`src/rtl/seq_chunk_adder_if.sv`:
```
// Start/busy/done bus for seq_chunk_adder.
// Optional ovf member exists only when SEQ_CHUNK_ADDER_OVF_EN is defined.
interface seq_chunk_adder_if #(
    parameter int WIDTH = 9
);
    logic             start;
    logic             sub;
    logic [WIDTH-1:0] A;
    logic [WIDTH-1:0] B;
    logic             Cin;
    logic             busy;
    logic             done;
    logic [WIDTH-1:0] S;
    logic             Cout;
`ifdef SEQ_CHUNK_ADDER_OVF_EN
    logic             ovf;

    modport master (
        output start, sub, A, B, Cin,
        input  busy, done, S, Cout, ovf
    );

    modport slave (
        input  start, sub, A, B, Cin,
        output busy, done, S, Cout, ovf
    );
`else
    modport master (
        output start, sub, A, B, Cin,
        input  busy, done, S, Cout
    );

    modport slave (
        input  start, sub, A, B, Cin,
        output busy, done, S, Cout
    );
`endif
endinterface

```
`src/rtl/seq_chunk_adder.sv`:
```
// Multi-cycle add/subtract, CHUNK bits per clock with a registered carry.
// Define SEQ_CHUNK_ADDER_OVF_EN to add the signed overflow output ovf.
module seq_chunk_adder #(
    parameter int WIDTH = 9,
    parameter int CHUNK = 3
) (
    input logic               clk,
    input logic               rst,
    seq_chunk_adder_if.slave  bus
);
    localparam int NCHUNK = (CHUNK > 0) ? WIDTH / CHUNK : 1;
    localparam int IW     = (NCHUNK > 1) ? $clog2(NCHUNK) : 1;

    if (WIDTH < 1 || CHUNK < 1 || CHUNK > WIDTH || (WIDTH % CHUNK) != 0) begin : g_bad
        $error("seq_chunk_adder: illegal WIDTH/CHUNK");
    end

    typedef enum logic {IDLE, RUN} state_t;

    state_t           state;
    logic [WIDTH-1:0] opa;
    logic [WIDTH-1:0] opb;
    logic [WIDTH-1:0] res;
    logic [WIDTH-1:0] res_nx;
    logic [WIDTH-1:0] s_q;
    logic [IW-1:0]    idx;
    logic             carry;
    logic             busy_q;
    logic             done_q;
    logic             cout_q;
    logic [31:0]      base;
    logic [CHUNK-1:0] a_c;
    logic [CHUNK-1:0] b_c;
    logic [CHUNK:0]   csum;
    logic             last;

    // One chunk of the ripple sum and the result with that chunk merged in
    always_comb begin
        base   = 32'(idx) * 32'(CHUNK);
        a_c    = opa[base +: CHUNK];
        b_c    = opb[base +: CHUNK];
        csum   = {1'b0, a_c} + {1'b0, b_c} + {{CHUNK{1'b0}}, carry};
        res_nx = res;
        res_nx[base +: CHUNK] = csum[CHUNK-1:0];
        last   = (idx == IW'(NCHUNK - 1));
    end

`ifdef SEQ_CHUNK_ADDER_OVF_EN
    logic ovf_q;
    logic ovf_nx;

    // Carry into the MSB is recovered from the MSB sum bit and its inputs
    always_comb begin
        ovf_nx = a_c[CHUNK-1] ^ b_c[CHUNK-1] ^ csum[CHUNK-1] ^ csum[CHUNK];
    end

    // Overflow flag is written together with S
    always_ff @(posedge clk) begin
        if (rst) begin
            ovf_q <= 1'b0;
        end else if (state == RUN && last) begin
            ovf_q <= ovf_nx;
        end
    end

    assign bus.ovf = ovf_q;
`endif

    // Control FSM and datapath registers; S/Cout change only on done
    always_ff @(posedge clk) begin
        if (rst) begin
            state  <= IDLE;
            busy_q <= 1'b0;
            done_q <= 1'b0;
            s_q    <= '0;
            cout_q <= 1'b0;
            idx    <= '0;
            carry  <= 1'b0;
            opa    <= '0;
            opb    <= '0;
            res    <= '0;
        end else begin
            done_q <= 1'b0;
            unique case (state)
                IDLE: begin
                    if (bus.start) begin
                        opa    <= bus.A;
                        opb    <= bus.sub ? ~bus.B : bus.B;
                        carry  <= bus.sub ? ~bus.Cin : bus.Cin;
                        idx    <= '0;
                        busy_q <= 1'b1;
                        state  <= RUN;
                    end
                end
                RUN: begin
                    res   <= res_nx;
                    carry <= csum[CHUNK];
                    idx   <= idx + 1'b1;
                    if (last) begin
                        s_q    <= res_nx;
                        cout_q <= csum[CHUNK];
                        done_q <= 1'b1;
                        busy_q <= 1'b0;
                        state  <= IDLE;
                    end
                end
                default: state <= IDLE;
            endcase
        end
    end

    assign bus.busy = busy_q;
    assign bus.done = done_q;
    assign bus.S    = s_q;
    assign bus.Cout = cout_q;
endmodule

```
`src/flat_wrapper.sv`:
```
// flat-port wrapper written by rule: the top's interface ports become plain ports
module seq_chunk_adder_flat 
#(
    parameter int WIDTH = 9,
    parameter int CHUNK = 3
)
  (clk, rst, bus_start, bus_sub, bus_A, bus_B, bus_Cin, bus_busy, bus_done, bus_S, bus_Cout);
  seq_chunk_adder_if #(.WIDTH(WIDTH)) bus_i ();
  input logic clk;
  input logic rst;
  input wire logic [$bits(bus_i.start)-1:0] bus_start;
  input wire logic [$bits(bus_i.sub)-1:0] bus_sub;
  input wire logic [$bits(bus_i.A)-1:0] bus_A;
  input wire logic [$bits(bus_i.B)-1:0] bus_B;
  input wire logic [$bits(bus_i.Cin)-1:0] bus_Cin;
  output wire logic [$bits(bus_i.busy)-1:0] bus_busy;
  output wire logic [$bits(bus_i.done)-1:0] bus_done;
  output wire logic [$bits(bus_i.S)-1:0] bus_S;
  output wire logic [$bits(bus_i.Cout)-1:0] bus_Cout;
  assign bus_i.start = bus_start;
  assign bus_i.sub = bus_sub;
  assign bus_i.A = bus_A;
  assign bus_i.B = bus_B;
  assign bus_i.Cin = bus_Cin;
  assign bus_busy = bus_i.busy;
  assign bus_done = bus_i.done;
  assign bus_S = bus_i.S;
  assign bus_Cout = bus_i.Cout;
  seq_chunk_adder #(.WIDTH(WIDTH), .CHUNK(CHUNK)) u_core (.clk(clk), .rst(rst), .bus(bus_i));
endmodule
```
`config.mk`:
```
export PLATFORM = sky130hd
export DESIGN_NAME = seq_chunk_adder_flat
export DESIGN_NICKNAME = d
export VERILOG_FILES = /design/src/rtl/seq_chunk_adder_if.sv /design/src/rtl/seq_chunk_adder.sv /design/src/flat_wrapper.sv
export SDC_FILE = /design/constraint.sdc
export NUM_CORES = 1
export LEC_CHECK = 0
export ABC_AREA = 1
export BUFFER_PORTS_ARGS = -buffer_cell sky130_fd_sc_hd__buf_2
export CAP_MARGIN = 25
export CELL_PAD_IN_SITES_DETAIL_PLACEMENT = 1
export CELL_PAD_IN_SITES_GLOBAL_PLACEMENT = 1
export CORE_ASPECT_RATIO = 0.7
export CORE_MARGIN = 2
export CORE_UTILIZATION = 36
export CTS_CLUSTER_SIZE = 30
export DETAILED_ROUTE_END_ITERATION = 8
export PLACE_DENSITY = 0.85
export SLEW_MARGIN = 20
export SYNTH_ARGS = -nofsm -noshare
export SYNTH_HDL_FRONTEND = slang
export SYNTH_SLANG_ARGS = --single-unit
```
`constraint.sdc`:
```
create_clock -name clk -period 2.3 [get_ports clk]
set_clock_uncertainty 0.15 [all_clocks]
set_input_delay 0.115 -clock clk [delete_from_list [all_inputs] [get_ports clk]]
set_output_delay 0.115 -clock clk [all_outputs]
set_load 0.01 [all_outputs]
```
==> PnR_summary.wiki, run 1 <==
{| class="wikitable"
! Metric !! Value
|-
| Sum of net half-perimeters after detailed placement || 4140 um
|-
| End point of the critical path || u_core.res[7]
|-
| Post-synth design cell area || 2180 um^2
|-
| Sort of element at the start of the critical path || register
|-
| Antenna-violating nets left || 0
|-
| Final-stage net count || 390
|-
| Power density of the placed cells || 620 nW/um^2
|-
| Total of max-cap violations || 0
|-
| DIE AREA || 6700 um^2
|-
| Number of setup violations in the final report || 0
|-
| Share of post-route cells with drive strength above 1 || 22.8%
|-
| Grt ovf || 0
|-
| Post-detailed-routing wire length || 5730 um
|-
| Worst reg-to-reg path cell count || 11
|-
| Num CTS Buffers || 5
|-
| Floorplan core area || 5780 um^2
|-
| Worst Hold Launch || rst
|-
| Fin crit period || 2.20 ns
|-
| Share of total power in the clock network || 27.5%
|-
| Syn nets || 329
|-
| Maximum frequency from static timing analysis || 455 MHz
|-
| Capture instance of the worst register-to-register path || u_core.res[7]
|-
| Proportion of power drawn by combinational gates || 24.1%
|-
| Clock slew seen by the registers of the worst setup and hold paths || 0.08 ns
|-
| Number of clock sinks seen by CTS || 43
|-
| Layout filler cell count || 743
|-
| Max-slew violation count || 0
|-
| Static Leak || 0.00135 uW
|-
| Hold WC Path Type || input port to register
|-
| Mean routed wirelength per cell || 13.2 um
|-
| Reg2reg start || u_core.idx[0]
|-
| Sw Ratio || 31.2%
|-
| Vias in the first global route || 2096
|-
| Number of buffers on the longest clock path || 2
|-
| Startpoint of the most critical setup path || u_core.idx[0]
|-
| Final Hold Fails || 0
|-
| Endpoint class of the critical path || register
|-
| Final critical-path share of the clock period || 95.6%
|-
| Number of distinct library cells after synthesis || 31
|-
| Worst Path Max Fanout || 8
|-
| Effective utilization at floorplan || 37.7%
|-
| Sequential element share of the synthesized area || 39.5%
|-
| Via density per instance || 4.76
|-
| Warning count from the yosys run || 0
|-
| Total power || 1710 uW
|-
| Clock latency on the worst-skew pair || 0.29 ns
|-
| Routability congestion estimate || 0.860
|-
| TritonCTS clock tree || done
|-
| Layout Area Growth over Synthesis || 26.2%
|-
| Worst Setup Path Type || register to register
|-
| Floorplan die width || 97 um
|-
| Setup slack of the most critical reg-to-reg path || 0.10 ns
|-
| H-tree lvl count || 2
|-
| Placement row count || 23
|-
| # diodes || 0
|-
| Crit path arrival time || 2.30 ns
|-
| DRC violation count after routing || 0
|-
| Flop pwr share || 48.5%
|-
| Die boundary height || 69.1 um
|-
| Buffers on Ports || 34
|-
| Top-Level Pins || 35
|-
| Iter 0 DRT Violations || 30
|-
| #FFs+latches synth || 43
|-
| Post-synthesis cell count || 297
|-
| Hold WS || 0.0306 ns
|-
| Total number of vias || 2064
|-
| Max-slew headroom || 78.4%
|-
| CTS Root Buffer Type || sky130_fd_sc_hd__clkbuf_8
|-
| Largest voltage drop on the vdd net || 0.000278 V
|-
| Global-route wire length before repair || 9610 um
|-
| Result of the run || finished clean
|-
| Final standard cell utilization of the core || 47.6%
|-
| Internal power || 1170 uW
|-
| Initial antenna violation count || 0
|-
| Pin count of the biggest net entering global routing || 29
|-
| Switching power of the nets || 533 uW
|-
| Mean cell area of the mapped netlist || 7.34 um^2
|-
| Global routing usage summed across all routing layers || 17.5%
|-
| Transition time at the pin with the least slew margin || 0.323 ns
|-
| Total iterations of the first detailed-routing run || 4
|-
| Worst Path Required || 2.40 ns
|}
kinds of logic (layout without fill, tap and decap cells):
| logic type | Yosys count | count (layout) | synth area share (%) |
|---|---|---|---|
| fa+ha+maj | 9 | 9 | 5.86 |
| xor+xnor | 9 | 9 | 3.62 |
| buf+inv | 45 | 107 | 10.8 |
| compound gates | 52 | 52 | 13.3 |
| simple gates | 139 | 139 | 26.9 |
| flops | 43 | 43 | 39.5 |
critical path, cell delays in order, from the launching register on:
cell and delay [ns]:
sky130_fd_sc_hd__dfxtp_4 0.42, sky130_fd_sc_hd__inv_6 0.06, sky130_fd_sc_hd__nor2_4 0.09, sky130_fd_sc_hd__o21ai_2 0.08, sky130_fd_sc_hd__fa_2 0.36, sky130_fd_sc_hd__inv_2 0.08, sky130_fd_sc_hd__fa_1 0.45, sky130_fd_sc_hd__nor2_2 0.16
sky130_fd_sc_hd__nand2_1 0.08, sky130_fd_sc_hd__o211ai_1 0.09, sky130_fd_sc_hd__nand2_1 0.07, sky130_fd_sc_hd__inv_1 0.05
worst min-delay path by stage:
stage | to | slack [ns] | cells past startpoint
5_1_grt | u_core.idx[1] | 0.04 | 2
3_3_place_gp | u_core.opa[2] | 0.21 | 3
4_1_cts | u_core.opb[2] | 0.004 | 3
3_5_place_dp | u_core.opa[2] | 0.22 | 3
2_1_floorplan | u_core.res[6] | 0.11 | 3
6_report | u_core.idx[1] | 0.03 | 2
cell usage in the layout (no fill, tap or decap), types with 5 or more instances in the layout:
cell type	instances
sky130_fd_sc_hd__nand3_1	7
sky130_fd_sc_hd__a21oi_1	13
sky130_fd_sc_hd__xnor2_1	9
sky130_fd_sc_hd__inv_1	28
sky130_fd_sc_hd__nor2_1	38
sky130_fd_sc_hd__buf_4	12
sky130_fd_sc_hd__buf_2	34
sky130_fd_sc_hd__dlygate4sd3_1	18
sky130_fd_sc_hd__clkbuf_8	5
sky130_fd_sc_hd__ha_1	7
sky130_fd_sc_hd__dfxtp_1	42
sky130_fd_sc_hd__o211ai_1	5
sky130_fd_sc_hd__o21ai_0	23
sky130_fd_sc_hd__o21ai_2	5
sky130_fd_sc_hd__nand2_1	79
metrics by stage:
stage / setup WS, ns / std cells / instance area, um^2 / setup TNS, ns
final: 0.101 / 434 / 2750 / 0
after global routing: -0.0323 / 434 / 2750 / -0.0731
after CTS: 0.0129 / 431 / 2690 / 0
after detailed placement: -0.149 / 406 / 2430 / -0.561
after global placement: 0.0106 / 406 / 2430 / 0
after floorplan: 0.0608 / 297 / 2180 / 0
metal layers:
layer / vias up / wire length [um] / GRT usage [%]
met3: 7 / 233 / 4.56
met5: - / 0 / 0
met2: 31 / 2720 / 29.6
li1: 1052 / - / -
met4: 0 / 59 / 4.85
met1: 974 / 2720 / 22.1
power by group through the flow:
stage / Combinational, uW / Sequential (uW) / Clock [uW]
2_1_floorplan: 271 / 827 / 0
3_3_place_gp: 344 / 837 / 0
3_5_place_dp: 364 / 840 / 0
4_1_cts: 393 / 823 / 482
5_1_grt: 465 / 834 / 518
6_report: 411 / 827 / 469
cell type report:
cell class | instances | area, um^2 | share of cell area, %
multi-input combinational | 209 | 1120 | 40.7
tap | 75 | 93.8 | 3.41
timing repair buffer | 64 | 440 | 16.0
inverter | 35 | 151 | 5.50
clock inverter | 1 | 5.00 | 0.182
sequential | 43 | 865 | 31.4
clock buffer | 7 | 76.3 | 2.77
registers in the layout (all words and copies together), names as in the netlist, 2 cells and up:
| register | cells |
|---|---|
| u_core.opa | 9 |
| u_core.idx | 2 |
| u_core.opb | 9 |
| u_core.bus.S | 9 |
| u_core.res | 9 |
cells in the mapped netlist:
library cell	number	area share (%)
sky130_fd_sc_hd__clkbuf_4	1	0.34
sky130_fd_sc_hd__dfxtp_1	43	39
sky130_fd_sc_hd__o21ai_2	2	0.80
sky130_fd_sc_hd__o21ai_0	28	6.4
sky130_fd_sc_hd__buf_1	1	0.17
sky130_fd_sc_hd__nor2_1	41	7.1
sky130_fd_sc_hd__ha_1	7	4.0
sky130_fd_sc_hd__or2_2	1	0.29
sky130_fd_sc_hd__inv_1	30	5.2
sky130_fd_sc_hd__o21ai_1	1	0.23
sky130_fd_sc_hd__buf_6	4	2.1
sky130_fd_sc_hd__nand2_8	1	0.92
sky130_fd_sc_hd__o211ai_1	5	1.7
sky130_fd_sc_hd__nand3_2	1	0.46
sky130_fd_sc_hd__nand2_4	1	0.52
sky130_fd_sc_hd__nor2_4	1	0.52
sky130_fd_sc_hd__nand2_2	2	0.57
sky130_fd_sc_hd__xnor2_1	9	3.6
sky130_fd_sc_hd__or2_0	1	0.29
sky130_fd_sc_hd__buf_8	1	0.69
sky130_fd_sc_hd__a21oi_2	2	0.80
sky130_fd_sc_hd__buf_4	1	0.34
sky130_fd_sc_hd__buf_2	2	0.46
sky130_fd_sc_hd__nand3_1	8	1.8
sky130_fd_sc_hd__inv_8	2	1.0
sky130_fd_sc_hd__a21oi_1	13	3.0
sky130_fd_sc_hd__nor2_2	3	0.86
sky130_fd_sc_hd__inv_2	3	0.52
sky130_fd_sc_hd__nand2_1	79	14
sky130_fd_sc_hd__fa_1	2	1.8
sky130_fd_sc_hd__a211oi_1	1	0.34
repair_timing:
item,CTS,global route
setup endpoints to repair,9,12
setup buffers,0,2
gates resized for setup,4,17
pin swaps,1,4
hold buffers,17,1
cloned,0,0
hold endpoints to repair,17,1
Power figures use the tool's default switching activity.
==> run 2: changes to the inputs <==
--- a/config.mk
+++ b/config.mk
@@ -16,6 +16,7 @@
 export CTS_CLUSTER_SIZE = 30
 export DETAILED_ROUTE_END_ITERATION = 8
 export PLACE_DENSITY = 0.85
+export RECOVER_POWER = 100
 export SLEW_MARGIN = 20
 export SYNTH_ARGS = -nofsm -noshare
 export SYNTH_HDL_FRONTEND = slang
==> run 2 against run 1 <==
Net effect: the run now ends with hold timing left; highest routed layer unchanged; worst setup slack worse by 0.0024 ns; via count up 0.39%; global-route usage stayed put.
==> PnR_summary.wiki, run 2 (synthesized netlist as in run 1, its figures left out) <==
{| class="wikitable"
! Metric !! Value
|-
| Result of the run || finished with violations
|-
| Violated checks || hold timing
|-
| Hold WS || -0.0167 ns (-0.0473 ns)
|-
| Antenna-violating nets left || 0 (unchanged)
|-
| Routability congestion estimate || 0.860 (unchanged)
|-
| Global-route wire length before repair || 9610 um (unchanged)
|-
| Vias in the first global route || 2096 (unchanged)
|-
| Number of instances in the placed design || 406 (unchanged)
|-
| TritonCTS clock tree || done
|-
| Max-slew headroom || 65.7% (-13 points)
|-
| Pin count of the biggest net entering global routing || 29 (unchanged)
|-
| Grt ovf || 0 (unchanged)
|-
| Crit-path most repeated cell || sky130_fd_sc_hd__nand2_1
|-
| Iter 0 DRT Violations || 38 (+27%)
|-
| Final-stage net count || 390 (unchanged)
|-
| Maximum frequency from static timing analysis || 454 MHz (-0.11%)
|-
| Area taken by multi-input logic gates || 1100 um^2 (-2.1%)
|-
| Die boundary height || 69.1 um (unchanged)
|-
| FF/Latch Area || 865 um^2 (unchanged)
|-
| Final critical-path share of the clock period || 95.7% (+0.10 points)
|-
| Largest stage delay, worst path || 0.45 ns (about the same)
|-
| DIE AREA || 6700 um^2 (unchanged)
|-
| Commonest cells after routing, fill and taps aside || sky130_fd_sc_hd__nand2_1, sky130_fd_sc_hd__dfxtp_1, sky130_fd_sc_hd__nor2_1, sky130_fd_sc_hd__inv_1, sky130_fd_sc_hd__o21ai_0
|-
| # diodes || 0 (unchanged)
|-
| Placed cell area || 2430 um^2 (unchanged)
|-
| Worst Path Max Fanout || 8 (unchanged)
|-
| Final standard cell utilization of the core || 46.8% (-0.78 points)
|-
| Effective utilization at floorplan || 37.7% (unchanged)
|-
| Transition time at the pin with the least slew margin || 0.513 ns (+0.189 ns)
|-
| Crit path arrival time || 2.30 ns (about the same)
|-
| Setup slack of the most critical reg-to-reg path || 0.1 ns (about the same)
|-
| Sum of net half-perimeters after detailed placement || 4140 um (unchanged)
|-
| Commonest non-fill, non-tap cell in the layout || sky130_fd_sc_hd__nand2_1
|-
| Number of buffers on the longest clock path || 2 (unchanged)
|-
| Initial antenna violation count || 0 (unchanged)
|-
| End point of the critical path || u_core.res[7]
|-
| Max-slew violation count || 0 (unchanged)
|-
| Startpoint of the most critical setup path || u_core.idx[0]
|-
| Worst-path cell with the longest stage delay || sky130_fd_sc_hd__fa_1
|-
| Worst Path Required || 2.40 ns (about the same)
|-
| Cells along the critical path || inv_6 > nor2_4 > o21ai_2 > fa_2 > inv_2 > fa_1 > nor2_2 > nand2_1 > o211ai_1 > nand2_1 > inv_1
|-
| Layout Area Growth over Synthesis || 24.2%
|-
| Top-Level Pins || 35 (unchanged)
|-
| Fin crit period || 2.20 ns (+0.00241 ns)
|-
| Total number of vias || 2072 (+0.39%)
|-
| Aggregate negative setup slack || 0 ns (unchanged)
|-
| Buffers on Ports || 34 (unchanged)
|-
| DRC violation count after routing || 0 (unchanged)
|-
| Power density of the placed cells || 627 nW/um^2 (+1.1%)
|-
| Capture instance of the worst register-to-register path || u_core.res[7]
|-
| Endpoint class of the critical path || register
|-
| Number of setup violations in the final report || 0 (unchanged)
|-
| CTS Root Buffer Type || sky130_fd_sc_hd__clkbuf_8
|-
| Clock slew seen by the registers of the worst setup and hold paths || 0.08 ns (about the same)
|-
| Global routing usage summed across all routing layers || 17.5% (unchanged)
|-
| Num CTS Buffers || 5 (unchanged)
|-
| Placement row count || 23 (unchanged)
|-
| Number of clock sinks seen by CTS || 43 (unchanged)
|-
| Final Hold Fails || 1 (+1)
|-
| Hold WC Path Type || input port to register
|-
| Largest voltage drop on the vdd net || 0.000274 V (-1.6%)
|-
| Floorplan die width || 97 um (unchanged)
|-
| Post-detailed-routing wire length || 5750 um (+0.38%)
|-
| Via density per instance || 4.77 (+0.39%)
|-
| Post-layout instance area || 2710 um^2 (-1.6%)
|-
| Floorplan core area || 5780 um^2 (unchanged)
|-
| Total of max-cap violations || 0 (unchanged)
|-
| Reg2reg start || u_core.idx[0]
|-
| Total iterations of the first detailed-routing run || 4 (unchanged)
|-
| Non-Filler Instances || 434 (unchanged)
|-
| Sort of element at the start of the critical path || register
|-
| Share of post-route cells with drive strength above 1 || 18.7% (-4.2 points)
|-
| Clock latency on the worst-skew pair || 0.29 ns (about the same)
|-
| H-tree lvl count || 2 (unchanged)
|-
| Worst reg-to-reg path cell count || 11 (unchanged)
|-
| Mean routed wirelength per cell || 13.2 um (+0.38%)
|-
| Layout filler cell count || 757 (+1.9%)
|-
| Worst Setup Path Type || register to register
|-
| Static Leak || 0.00129 uW (-4.6%)
|}
## run 2: changes by cell type in the layout (fill, tap and decap cells not counted)
cell,delta
sky130_fd_sc_hd__nand2_8,-1
sky130_fd_sc_hd__o21ai_0,+2
sky130_fd_sc_hd__nand2_1,+1
sky130_fd_sc_hd__clkinvlp_2,+1
sky130_fd_sc_hd__o21ai_2,-2
sky130_fd_sc_hd__buf_2,-12
sky130_fd_sc_hd__inv_8,-1
sky130_fd_sc_hd__clkbuf_1,+12
## run 2: power breakdown
group | switching (uW) | internal (uW) | leakage, uW
clock | 255 | 213 | 0.0000422
combinational | 238 | 165 | 0.000892
sequential | 34.3 | 791 | 0.000354
## run 2: cell type report
| type | instances | share of cell area [%] |
|---|---|---|
| Clock buffer | 7 | 2.82 |
| Timing Repair Buffer | 64 | 15.7 |
| Sequential cell | 43 | 31.9 |
| Clock inverter | 1 | 0.185 |
| Inverter | 35 | 5.36 |
| Tap cell | 75 | 3.47 |
| Multi-Input combinational cell | 209 | 40.5 |
## run 2: worst min-delay path by stage
stage	startpoint	endpoint	cells after the start
after CTS	bus_B[2]	u_core.opb[2]	3
after floorplan	rst	u_core.res[6]	3
after detailed placement	bus_A[2]	u_core.opa[2]	3
final	bus_start	u_core.state	3
after global placement	bus_A[2]	u_core.opa[2]	3
after global routing	bus_start	u_core.state	3
## run 2: metrics by stage
step | power (uW) | setup slack [ns]
final | 1700 | 0.0986
after global routing | 1810 | -0.0323
after CTS | 1700 | 0.0129
after detailed placement | 1200 | -0.149
after global placement | 1180 | 0.0106
after floorplan | 1100 | 0.0608
## run 2: per-layer routing
metal	routed length, um	vias up	GRT usage [%]
met2	2710	31	29.6
li1	-	1050	-
met5	0	-	0
met4	56	0	4.85
met3	227	7	4.56
met1	2750	984	22.1
## run 2: critical path: cells and delay by family, from the launching register on
kind	cells	cell delay, ns
AO/OA/AOI/OAI	2	0.17
adder cells (fa/ha/maj)	2	0.81
buffers and inverters	3	0.19
flip-flops	1	0.42
AND/OR/NAND/NOR	4	0.42
## run 2: what timing repair did
item,in CTS,in global routing
gates resized for setup,4,17
hold buffers,17,1
pin swaps,1,4
endpoints found under the hold margin,17,1
buffers inserted,0,2
endpoints found under the setup margin,9,12
